[src/rtl/refill_arbiter_pkg.sv]
// rtl/refill_arbiter_pkg.sv - shared encodings for the refill arbiter
// Purpose: FSM state encoding, line owner encoding and the default line size.
// Ports: none (package).
package refill_arbiter_pkg;

  localparam int LINE_WORDS_DEF = 8;

  typedef enum logic [1:0] {
    ST_IDLE = 2'd0,
    ST_BUSY = 2'd1,
    ST_DONE = 2'd2
  } state_t;

  typedef enum logic [1:0] {
    OWN_NONE = 2'd0,
    OWN_I    = 2'd1,
    OWN_D    = 2'd2
  } owner_t;

endpackage

[src/rtl/refill_arbiter_rr_arb2.sv]
// rtl/refill_arbiter_rr_arb2.sv - two-way round-robin picker for ICache/DCache
// Purpose: picks I or D; on a tie the side that did not win last time wins.
// Ports: clk, rst (sync active-high), en (grant is taken this cycle),
//        req_i, req_d (requests), grant (OWN_NONE/OWN_I/OWN_D, combinational).
module rr_arb2
  import refill_arbiter_pkg::*;
(
  input  logic   clk,
  input  logic   rst,
  input  logic   en,
  input  logic   req_i,
  input  logic   req_d,
  output owner_t grant
);

  owner_t last;

  always_comb begin
    grant = OWN_NONE;
    if (req_i && req_d) begin
      grant = (last == OWN_I) ? OWN_D : OWN_I;
    end else if (req_i) begin
      grant = OWN_I;
    end else if (req_d) begin
      grant = OWN_D;
    end
  end

  // Starts at I so that D wins the first tie after reset.
  always_ff @(posedge clk) begin
    if (rst) begin
      last <= OWN_I;
    end else if (en && (grant != OWN_NONE)) begin
      last <= grant;
    end
  end

endmodule

[src/rtl/refill_arbiter.sv]
// rtl/refill_arbiter.sv - shares the memory word port between ICache and DCache line transfers
// Purpose: grants one cache a whole line (LINE_WORDS word transactions), then pulses its done.
// Ports: clk, rst (sync active-high);
//        ICache: i_req, i_addr -> i_rvalid, i_done;
//        DCache: d_req, d_we, d_addr, d_wdata -> d_wnext, d_rvalid, d_done;
//        shared read return: rd_data, rd_idx;
//        memory: mem_req, mem_we, mem_addr, mem_wdata -> mem_rdata, mem_ack.
module refill_arbiter
  import refill_arbiter_pkg::*;
#(
  parameter int LINE_WORDS = LINE_WORDS_DEF,
  parameter int IDX_W      = $clog2(LINE_WORDS)
) (
  input  logic             clk,
  input  logic             rst,
  input  logic             i_req,
  input  logic [31:0]      i_addr,
  output logic             i_rvalid,
  output logic             i_done,
  input  logic             d_req,
  input  logic             d_we,
  input  logic [31:0]      d_addr,
  input  logic [31:0]      d_wdata,
  output logic             d_wnext,
  output logic             d_rvalid,
  output logic             d_done,
  output logic [31:0]      rd_data,
  output logic [IDX_W-1:0] rd_idx,
  output logic             mem_req,
  output logic             mem_we,
  output logic [31:0]      mem_addr,
  output logic [31:0]      mem_wdata,
  input  logic [31:0]      mem_rdata,
  input  logic             mem_ack
);

  localparam int               BASE_W   = 32 - IDX_W - 2;
  localparam logic [IDX_W-1:0] CNT_LAST = IDX_W'(LINE_WORDS - 1);

  state_t            state;
  state_t            state_nx;
  owner_t            owner;
  owner_t            grant;
  logic [IDX_W-1:0]  cnt;
  logic [BASE_W-1:0] line_base;
  logic              we_lat;
  logic              busy;
  logic              is_write;
  logic              unused_addr_bits;

  // Word-offset bits of the line addresses are replaced by the counter.
  assign unused_addr_bits = ^{i_addr[IDX_W+1:0], d_addr[IDX_W+1:0]};

  rr_arb2 u_arb (
    .clk   (clk),
    .rst   (rst),
    .en    (state == ST_IDLE),
    .req_i (i_req),
    .req_d (d_req),
    .grant (grant)
  );

  always_ff @(posedge clk) begin
    if (rst) begin
      state <= ST_IDLE;
    end else begin
      state <= state_nx;
    end
  end

  always_comb begin
    state_nx = state;
    case (state)
      ST_IDLE: if (grant != OWN_NONE) state_nx = ST_BUSY;
      ST_BUSY: if (mem_ack && (cnt == CNT_LAST)) state_nx = ST_DONE;
      ST_DONE: state_nx = ST_IDLE;
      default: state_nx = ST_IDLE;
    endcase
  end

  always_comb begin
    busy      = (state == ST_BUSY);
    is_write  = (owner == OWN_D) && we_lat;
    mem_req   = busy;
    mem_we    = busy && is_write;
    mem_addr  = busy ? {line_base, cnt, 2'b00} : 32'd0;
    mem_wdata = (busy && is_write) ? d_wdata : 32'd0;
    // Write side is told combinationally so it can present the next word without a bubble.
    d_wnext   = busy && is_write && mem_ack;
    i_done    = (state == ST_DONE) && (owner == OWN_I);
    d_done    = (state == ST_DONE) && (owner == OWN_D);
  end

  always_ff @(posedge clk) begin
    if (rst) begin
      owner     <= OWN_NONE;
      line_base <= '0;
      we_lat    <= 1'b0;
      cnt       <= '0;
      rd_data   <= 32'd0;
      rd_idx    <= '0;
      i_rvalid  <= 1'b0;
      d_rvalid  <= 1'b0;
    end else begin
      i_rvalid <= 1'b0;
      d_rvalid <= 1'b0;
      case (state)
        ST_IDLE: begin
          if (grant != OWN_NONE) begin
            owner     <= grant;
            line_base <= (grant == OWN_D) ? d_addr[31:IDX_W+2] : i_addr[31:IDX_W+2];
            we_lat    <= (grant == OWN_D) && d_we;
            cnt       <= '0;
          end
        end
        ST_BUSY: begin
          if (mem_ack) begin
            // Power-of-two line: the increment wraps to 0 after the last word.
            cnt <= cnt + 1'b1;
            if (!is_write) begin
              rd_data  <= mem_rdata;
              rd_idx   <= cnt;
              i_rvalid <= (owner == OWN_I);
              d_rvalid <= (owner == OWN_D);
            end
          end
        end
        ST_DONE: owner <= OWN_NONE;
        default: owner <= OWN_NONE;
      endcase
    end
  end

endmodule

[config.mk]
export PLATFORM = sky130hd
export DESIGN_NAME = refill_arbiter
export DESIGN_NICKNAME = d
export VERILOG_FILES = /design/src/rtl/refill_arbiter_pkg.sv /design/src/rtl/refill_arbiter_rr_arb2.sv /design/src/rtl/refill_arbiter.sv
export SDC_FILE = /design/constraint.sdc
export NUM_CORES = 1
export LEC_CHECK = 0
export ABC_AREA = 1
export CAP_MARGIN = 5
export CORE_ASPECT_RATIO = 1.2
export CORE_MARGIN = 4
export CORE_UTILIZATION = 42
export CTS_CLUSTER_DIAMETER = 30
export DETAILED_ROUTE_END_ITERATION = 12
export PLACE_DENSITY = 0.95
export REMOVE_ABC_BUFFERS = 1
export SLEW_MARGIN = 25
export SYNTH_ARGS = -nofsm -noshare
export SYNTH_HDL_FRONTEND = slang
export SYNTH_HIERARCHICAL = 1
export SYNTH_SLANG_ARGS = --single-unit
[constraint.sdc]
create_clock -name clk -period 4.2 [get_ports clk]
set_input_delay 0.63 -clock clk [delete_from_list [all_inputs] [get_ports clk]]
set_output_delay 0.63 -clock clk [all_outputs]
set_load 0.005 [all_outputs]
Yosys cells after proc, flatten, opt, wreduce, memory -nomap -nowiden
Cells that the tools add are included.
- reduce and logical (&&, ||, !) cells: 18
- add/subtract/negate cells: 1
- equal/unequal tests: 10
- mux-type cells: 15
- bitwise logic cells: 3
- operators with widths (operator ; count):
    32-bit two-way mux ; 2
    27-bit two-way mux ; 1
    2-bit two-way mux ; 7
    1-bit logical AND ; 9
    2-bit case mux with 2 select lines ; 2
    2-bit by 1-bit == test with 1-bit output, second input constant ; 3
    2-bit == test, second input constant ; 3
    3-bit two-way mux ; 2
    3-bit case mux with 2 select lines ; 1
    2-bit AND reduction ; 3
    3-bit AND reduction ; 2
    2-bit by 1-bit inequality test with 1-bit output, second input constant ; 2
    2-bit nonzero test ; 2
    4-bit OR reduction ; 1
    3-bit by 1-bit adder with 3-bit output, second input constant ; 1
    3-bit == test, second input constant ; 1
    1-bit inverter ; 3
    2-bit logical NOT ; 1
    2-bit inequality test, second input constant ; 1
- register bits after elaboration: 74
- logic and storage cells: 57
- input bits: 134

Longest topological paths before layout
- depth in word-level cells: 6
- depth in mapped cells: 12

Cells and area by module
The synthesis kept the hierarchy.
- by module, submodules not included (module ; times used ; sequential area each (um2) ; area an instance (um2) ; cells each):
    refill_arbiter ; 1 ; 1441.4 ; 4137.7 ; 688
    rr_arb2 ; 1 ; 40.0 ; 110.1 ; 16

Worst setup path before layout
OpenSTA, ideal clock, no wires.
- kind: register -> output
- from: reg owner[0]
- to: out mem_wdata[10]
- path slack: 2.386 ns
- stages on the path, launching flop included: 7
- data arrival time: 1.184 ns
- data required time: 3.570 ns
- path buffers: 2
- path through: dfxtp_1 > inv_1 > nand3_1 > or2_1 > buf_6 > buf_8 > nor2_4
- longest elaborated chain between the ends: 4
- ends and longest elaborated chain (element ; RTL line ; RTL):
    start: declaration ; refill_arbiter.sv:42 ; owner_t owner;
    start signal: assignment ; refill_arbiter.sv:110 ; owner <= grant;
    2-bit == test ; refill_arbiter.sv:83 ; is_write = (owner == OWN_D) && we_lat;
    1-bit logical AND ; refill_arbiter.sv:83 ;
    1-bit logical AND ; refill_arbiter.sv:87 ; mem_wdata = (busy && is_write) ? d_wdata : 32'd0;
    32-bit two-way mux ; refill_arbiter.sv:87 ;
    end: declaration ; refill_arbiter.sv:32 ; output logic [31:0] mem_wdata,
No other way between the ends.

Worst setup path in the final report
- from: reg state[0]
- to: out mem_wdata[13]
- longest elaborated chain between the ends: 3
- ends and longest elaborated chain (element ; RTL line ; RTL):
    start: declaration ; refill_arbiter.sv:40 ; state_t state;
    start signal: assignment ; refill_arbiter.sv:67 ; state <= state_nx;
    2-bit by 1-bit == test with 1-bit output ; refill_arbiter.sv:82 ; busy = (state == ST_BUSY);
    1-bit logical AND ; refill_arbiter.sv:87 ;
    32-bit two-way mux ; refill_arbiter.sv:87 ;
No other way between the ends.

==> summary.txt <==
Power
  • Static leakage: 3.24 nW
  • Pwr Density: 317 nW/um^2
  • Max VDD drop: 0.220 mV

Worst setup path
  • Worst Path Max Fanout: 33
  • Crit path max-delay family: buffers and inverters
  • CP peak stage delay: 0.52 ns
  • Slowest cell on the critical path: clkdlybuf4s50_1
  • Worst Path Buf+Inv: 2
  • Worst reg2reg setup slack: 2.08 ns
  • Worst Setup Path Type: flip-flop to primary output
  • Critical path cell sequence: nand2_2 > or2_2 > buf_4 > nor2_2 > clkdlybuf4s50_1
  • CP endpoint kind: primary output
  • Worst Path Arrival: 2.26 ns
  • CP startpoint kind: flip-flop
  • Critical Path RT: 3.57 ns

Die
  • Initial Util: 0.437
  • CORE AREA: 9710 um^2
  • Die width: 99.8 um
  • Num rows: 39
  • DIE AREA: 11800 um^2
  • Num ports: 240
  • Chip height: 118 um

Status
  • Outcome: finished clean

Logic synthesis
  • Post-Syn Instances: 704
  • FF+latch count, synth: 74
  • Seq/Total Area, Yosys: 0.349
  • Synth area leader: dfxtp_1
  • Mapped cell area: 4250 um^2
  • Yosys warning count: 6
  • Area contributors post-synth: dfxtp_1 35%, nand2_1 14%, nor2_1 14%, inv_1 12%, nor2_4 5.3%
  • Synth top area share: 0.349
  • Syn Area/Cell: 6.03 um^2
  • Netlist cell types: 23

Clocking
  • H-tree levels: 3
  • Clock Latency Late Sink: 0.33 ns
  • Clock buffers created by TritonCTS: 9
  • Buffer count from post-CTS setup fixing: 0
  • Clock sink count: 74
  • Root buf cell: clkbuf_16
  • CTS Buffer Depth: 2
  • Reg clk slew, reported paths: 0.06 ns
  • TritonCTS clock tree: yes
  • Cts hold-fix bufs: 0
  • Post-cts resize count: 0

Job
  • Max-cap viol count: 0

GRT
  • Antenna violations before repair: 0
  • First-pass GRT wire length: 19800 um
  • Gr usage total: 0.211
  • Largest net degree at the start of global routing: 73
  • Vias in the first global route: 4131
  • GRT Residual Overflow: 0

Drt
  • Post-route ant nets: 0
  • WL/cell: 12.5 um
  • Via density: 4.56
  • Final WL: 13000 um
  • Initial drt markers: 168
  • DRC Markers: 0
  • Drt pass-1 iters: 7
  • DR vias: 4721

STA
  • Final WS setup: 1.31 ns
  • Slew @ Worst Pin: 0.691 ns
  • Post-Route Skew: 0.00561 ns
  • RSZ-0062 raised after global routing: false
  • Slew Limit Fails: 0
  • Final worst-path cycle share: 0.687
  • Crit path time final: 2.89 ns
  • Final setup viols: 0
  • Post-route setup TNS: 0 ns
  • Fmax: 347 MHz
  • Final hold vios: 0
  • Max-Slew Margin vs Limit: 0.539

Cells and area
  • Share of cells above drive strength 1: 0.0701
  • FF+latch area: 1480 um^2
  • Area delta synth->final: 60.3%
  • Number of nets in the layout: 1044
  • Diode count: 0
  • Area of the multi-input gates: 2060 um^2
  • Most frequent cells in the layout: 227 x clkdlybuf4s50_1, 163 x nand2_1, 158 x nor2_1, 132 x inv_1, 74 x dfxtp_1
  • Fill cells: 789
  • Most common cell after layout, fill and taps aside: clkdlybuf4s50_1

Place
  • Final GP Congestion: 0.842
  • Post-DP HPWL: 9950 um
  • Post-place setup slack: 1.39 ns
  • IO Port Bufs: 227

Worst hold path
  • Worst min path class: flip-flop to flip-flop
-- synthesized netlist by cell type, drive strengths merged --
cell and n:
a21oi 44, clkbuf 15, nor2 190, conb 1
dfxtp 74, ha 2, nand3 44, o21ai 2
or2 2, nor3 5, buf 25, inv 135
nand2 165
-- worst paths after layout --
kind,endpoint,cells after the start,startpoint
max,mem_wdata[13],5,state[0]
min,u_arb/last[1],2,u_arb/last[1]
max reg2reg,rd_data[1],7,state[0]
min reg2reg,u_arb/last[1],2,u_arb/last[1]
-- worst min-delay path: stages (launching register included) --
cell     delay [ns]
dfxtp_1        0.31
nand2_1        0.08
a21oi_2        0.05
-- power by group --
group	switching (mW)	internal, mW	total (mW)	leakage (nW)
combinational	0.301	0.301	0.602	2.48
clock	0.288	0.458	0.746	0.145
sequential	0.0323	0.780	0.813	0.610
total	0.621	1.54	2.16	3.24
-- kinds of logic after synthesis --
family	synth area share
AOI/OAI and AO/OA	0.0569
adders and majority gates	0.00589
buffers and inverters	0.170
DFF	0.349
other	0.000883
and+or+nand+nor	0.417
-- per-stage QoR --
| step | util | power [mW] | hold slack, ns | instance area (um^2) | std cells |
|---|---|---|---|---|---|
| 3_5_place_dp | 0.670 | 1.43 | 0.471 | 6510 | 1020 |
| 4_1_cts | 0.701 | 2.18 | 0.478 | 6800 | 1036 |
| 6_report | 0.701 | 2.16 | 0.478 | 6810 | 1036 |
| 3_3_place_gp | 0.670 | 1.41 | 0.455 | 6500 | 1020 |
| 5_1_grt | 0.701 | 2.29 | 0.502 | 6810 | 1036 |
| 2_1_floorplan | - | 1.13 | 0.434 | 4040 | 665 |
-- layer usage --
| metal | wire [um] | track usage | vias up | part of all wire |
|---|---|---|---|---|
| met2 | 6260 | 0.377 | 214 | 0.48 |
| met5 | 0 | 0 | - | 0 |
| met4 | 467 | 0.110 | 0 | 0.036 |
| met3 | 1610 | 0.0961 | 33 | 0.12 |
| met1 | 4620 | 0.199 | 2021 | 0.36 |
| li1 | - | - | 2453 | - |
-- cell type report --
cell class,count,share of cell area
Sequential cell,74,0.218
Timing Repair Buffer,232,0.339
Clock inverter,7,0.0103
Clock buffer,9,0.0331
Inverter,135,0.0748
Tap cell,123,0.0226
Multi-Input combinational cell,456,0.302
-- registers in the layout, indices dropped and copies added, names as in the netlist, 2 cells and up --
register and flops:
state 2, rd_idx 3, cnt 3, u_arb/last 2, line_base 27, owner 2, rd_data 32
(Power assumes the default switching activity.)
